==> config.mk <==
export PLATFORM = sky130hd
export DESIGN_NAME = memory
export DESIGN_NICKNAME = d
export VERILOG_FILES = /design/src/rtl/memory_pkg.sv /design/src/rtl/memory_array.sv /design/src/rtl/memory.sv
export SDC_FILE = /design/constraint.sdc
export NUM_CORES = 2
export LEC_CHECK = 0
export ABC_AREA = 1
export BUFFER_PORTS_ARGS = -buffer_cell sky130_fd_sc_hd__buf_4
export CAP_MARGIN = 20
export CORE_MARGIN = 2
export CORE_UTILIZATION = 57
export CTS_CLUSTER_DIAMETER = 30
export DETAILED_ROUTE_END_ITERATION = 8
export GPL_TIMING_DRIVEN = 0
export MAX_ROUTING_LAYER = met4
export PLACE_DENSITY_LB_ADDON = 0.08
export SLEW_MARGIN = 20
export SYNTH_ARGS = -nofsm -noshare
export SYNTH_HDL_FRONTEND = slang
export SYNTH_HIERARCHICAL = 1
export SYNTH_SLANG_ARGS = --single-unit
==> constraint.sdc <==
create_clock -name m_clk -period 39.9 [get_ports m_clk]
set_input_delay 9.975 -clock m_clk [delete_from_list [all_inputs] [get_ports m_clk]]
set_output_delay 9.975 -clock m_clk [all_outputs]
set_load 0.05 [all_outputs]
==> src/rtl/memory_pkg.sv <==
// Shared Wishbone constants and default geometry for the memory slave.
package memory_pkg;
  localparam int   SEL_WIDTH   = 4;
  localparam logic WE_READ     = 1'b0;
  localparam logic WE_WRITE    = 1'b1;
  localparam int   DEF_DWIDTH  = 32;
  localparam int   DEF_AWIDTH  = 5;
endpackage

==> src/rtl/memory_array.sv <==
// 2^AWIDTH x DWIDTH storage: per-lane write enables, async clear, registered read.
module memory_array
  import memory_pkg::*;
#(
  parameter int DWIDTH = DEF_DWIDTH,
  parameter int AWIDTH = DEF_AWIDTH
) (
  input  logic                 clk,
  input  logic                 rst,
  input  logic                 req,
  input  logic                 we,
  input  logic [AWIDTH-1:0]    addr,
  input  logic [DWIDTH-1:0]    wdata,
  input  logic [SEL_WIDTH-1:0] sel,
  output logic [DWIDTH-1:0]    rdata
);
  localparam int DEPTH = 1 << AWIDTH;
  localparam int LW    = DWIDTH / SEL_WIDTH;

  logic [DEPTH-1:0][DWIDTH-1:0] mem;

  // Lane-masked write; the whole array clears on reset.
  always_ff @(posedge clk or posedge rst) begin
    if (rst) begin
      mem <= '0;
    end else if (req && we == WE_WRITE) begin
      for (int i = 0; i < SEL_WIDTH; i++)
        if (sel[i]) mem[addr][i*LW +: LW] <= wdata[i*LW +: LW];
    end
  end

  // Full-word read; holds until the next accepted read (writes leave it alone).
  always_ff @(posedge clk or posedge rst) begin
    if (rst)                            rdata <= '0;
    else if (req && we == WE_READ)      rdata <= mem[addr];
  end
endmodule

==> src/rtl/memory.sv <==
// Wishbone B4 pipelined slave RAM; never stalls, acks one cycle after each request.
module memory
  import memory_pkg::*;
#(
  parameter int DWIDTH = DEF_DWIDTH,
  parameter int AWIDTH = DEF_AWIDTH
) (
  input  logic                 m_clk,
  input  logic                 m_rst,
  input  logic                 m_i_cyc,
  input  logic                 m_i_stb,
  input  logic                 m_i_we,
  input  logic [AWIDTH-1:0]    m_i_addr,
  input  logic [DWIDTH-1:0]    m_i_data,
  input  logic [SEL_WIDTH-1:0] m_i_sel,
  output logic [DWIDTH-1:0]    m_o_read_data,
  output logic                 m_o_ack,
  output logic                 m_o_stall
);
  logic accept;

  // No back-pressure: the array accepts one access every clock.
  assign m_o_stall = 1'b0;
  // Dropping cyc kills the request, so an aborted cycle never gets an ack.
  assign accept    = m_i_cyc & m_i_stb & ~m_o_stall;

  // Single-stage ack pipeline; reset clears a pending ack immediately.
  always_ff @(posedge m_clk or posedge m_rst) begin
    if (m_rst) m_o_ack <= 1'b0;
    else       m_o_ack <= accept;
  end

  memory_array #(.DWIDTH(DWIDTH), .AWIDTH(AWIDTH)) u_array (
    .clk   (m_clk),
    .rst   (m_rst),
    .req   (accept),
    .we    (m_i_we),
    .addr  (m_i_addr),
    .wdata (m_i_data),
    .sel   (m_i_sel),
    .rdata (m_o_read_data)
  );
endmodule

==> results.md <==
* Status: finished clean
* Worst vdd ir at 0.00004658 V
* R2r setup slk at 38.22 ns
* CP Capture Type: register
* Grt ovf at 0
* Final Cycle Share at 0.3172
* Hold Slack at about 0.48 ns
* Drt first pass iters at 7
* Hold Path Class: reg -> reg
* Slew headroom at 0.1730
* Maximum operating frequency at 79.01 MHz
* Synthesis-stage register bit count at 1057
* Sequential-to-total area share from yosys stat at 0.5409
* Core ar. at between 80000 and 90000 um^2
* Layout net count at about 6900
* Startpoint Class: input pin
* Initial antenna violation count at 4
* WP data required at 40.61 ns
* Clock tree from TritonCTS: yes
* Share of cells above drive strength 1 at 0.09308
* Drc violations at 0
* H-tree levels at 4
* Hold_buf cts at 0
* Io pins at 80
* Final setup margin at between 20 and 30 ns
* Final setup TNS at 0 ns
* Port Buffers at 76
* WL final at 184900 um
* Clock Latency Late Sink at between 0.8 and 0.9 ns
* Gate Count Post-Synth at 6546
* Clock transition at path regs at around 0.050 ns
* RSZ-0062 raised after global routing: no
* Number of synthesis warnings at 6
* Avg WL per Cell at approximately 23 um
* Final Util at 0.6929
* Fillers at 7082
* CP Max Fanout at 10
* Avg Cell Area, Syn at 7.470 um^2
* Gpl congestion at between 0.9 and 1
* DIE AREA at between 80000 and 90000 um^2
* FF+latch area at 26450 um^2
* Post-CTS Setup Bufs at 0
* Via Count at 47036
* Area Growth Syn to Fin at 20.65%
* Kind of critical path: in -> reg
* Clock Sinks at between 1000 and 1500
* Vias in the first global route at roughly 44000
* Total CTS buffers at 211
* First-pass GRT wire length at between 200000 and 300000 um
* Gr usage total at 0.4303
* Die Wd at slightly below 300 um
* Mapped Area at 48900 um^2
* DP HPWL at between 100000 and 150000 um
* Setup violations, final at 0
* Max-slew violation count at 0
* Period minus WS final at 12.66 ns
* Pwr dens at 55.95 nW/um^2
* Max Cap Viol at 0
* Worst-margin pin slew at about 1.2 ns
* Vias/cell at 5.748
* DRT antenna net count at 0
* Die height at 296.9 um
* Largest net degree at the start of global routing at 104
* Syn nets at 6592
* DR iter-0 viols at 6575
* WP data arrival at 13.37 ns
* Multi-input gate area at 20330 um^2
* Clock Skews at 0.02925 ns
* Pre-CTS setup slack at 26.42 ns
* Leakage at 29.62 nW
* Initial Util at 0.5743
* Max clock buf depth at 3
* Clock Tree Root: clkbuf_16
* Library cells used by synthesis at 20
* Post-CTS resize count at 0
* Hold Vio Cnt, Final at 0
* Rows at 107
## report_power, final
part | switching [mW] | internal [mW]
clock | 0.623 | 1.27
sequential | 0.0316 | 1.13
combinational | 0.188 | 0.0638
## cells in the mapped netlist
library cell / count / area, um^2
buf_4: 1 / 7.510
conb_1: 1 / 3.750
clkbuf_1: 354 / 1329
nor3_2: 1 / 10.01
nand3_1: 97 / 485.5
nor2_4: 11 / 123.9
nor3_4: 6 / 97.59
nand2_1: 3634 / 13640
or2_2: 31 / 193.9
o21ai_1: 558 / 2793
inv_1: 104 / 390.4
buf_2: 54 / 270.3
nor2_2: 14 / 87.58
nand2_2: 35 / 219.0
o21ai_0: 467 / 2337
dfrtp_1: 1057 / 26450
a21oi_1: 4 / 20.02
buf_1: 19 / 71.32
inv_2: 14 / 52.55
nor2_1: 84 / 315.3
## registers in the layout, indices dropped and copies added (netlist names)
register       count
m_o_ack            1
u_array/rdata     32
u_array/mem     1024
## cells by family (layout without fill, tap and decap cells)
logic type	count (synthesis)	count (layout)	synth area share
and+or+nand+nor	3913	3913	0.3103
DFF	1057	1057	0.5409
AOI/OAI and AO/OA	1029	1029	0.1053
buffers and inverters	546	1037	0.04337
other	1	3	0.00007669
## layer usage
metal | global-route usage | wire length (um) | up-vias
met4 | 0.2629 | 12370 | 0
met1 | 0.5575 | 70590 | 22389
met5 | - | 0 | -
met2 | 0.6015 | 78650 | 2843
li1 | - | - | 21267
met3 | 0.1193 | 23330 | 537
## per-stage QoR
stage	instances	cell area (um^2)	power (mW)
after floorplan	6546	48900	1.321
after global placement	7766	50900	1.413
after detailed placement	7777	51220	1.418
after CTS	8178	58950	3.300
after global routing	8183	59000	3.391
final	8183	59000	3.301
## worst max-delay path: stages
cell	delay, ns
buf_2	0.26
inv_2	0.40
clkbuf_1	0.87
clkbuf_1	0.52
buf_8	0.23
nand2_1	0.06
nand2_1	0.10
nand2_1	0.06
nand2_1	0.10
nand2_1	0.09
nand3_1	0.32
nor2_1	0.16
a21oi_1	0.19
## cell usage in the layout, fill, tap and decap left out, drive strengths merged
cell type	n
diode	2
buf	164
nand3	97
bufinv	38
clkinvlp	30
dfrtp	1057
inv	134
o21ai	1025
a21oi	4
clkbuf	604
conb	1
nand2	3669
nor2	109
nor3	7
clkinv	67
or2	31
## area by class of cell
class,count,area share
diodes,2,0.00008483
plain buffers,428,0.02865
clock buffers,250,0.09605
inverters,118,0.007635
clock inverters,151,0.03487
repair buffers,90,0.01550
multi-input cells,4943,0.3446
well taps,1144,0.02426
flip-flops and latches,1057,0.4483
## final timing paths
path	endpoint	depth (start not counted)	startpoint
max in group asynchronous	u_array/mem[824]$_DFFE_PP0P_	6	m_rst
worst max-delay path	u_array/rdata[30]$_DFFE_PP0P_	13	m_i_addr[0]
worst max register to register	u_array/rdata[18]$_DFFE_PP0P_	10	u_array/mem[882]$_DFFE_PP0P_
min in group asynchronous	m_o_ack$_DFF_PP0_	2	m_rst
worst min-delay path	u_array/mem[216]$_DFFE_PP0P_	2	u_array/mem[216]$_DFFE_PP0P_
worst min register to register	u_array/mem[216]$_DFFE_PP0P_	2	u_array/mem[216]$_DFFE_PP0P_
No activity file was read; power rests on OpenSTA's default activity.
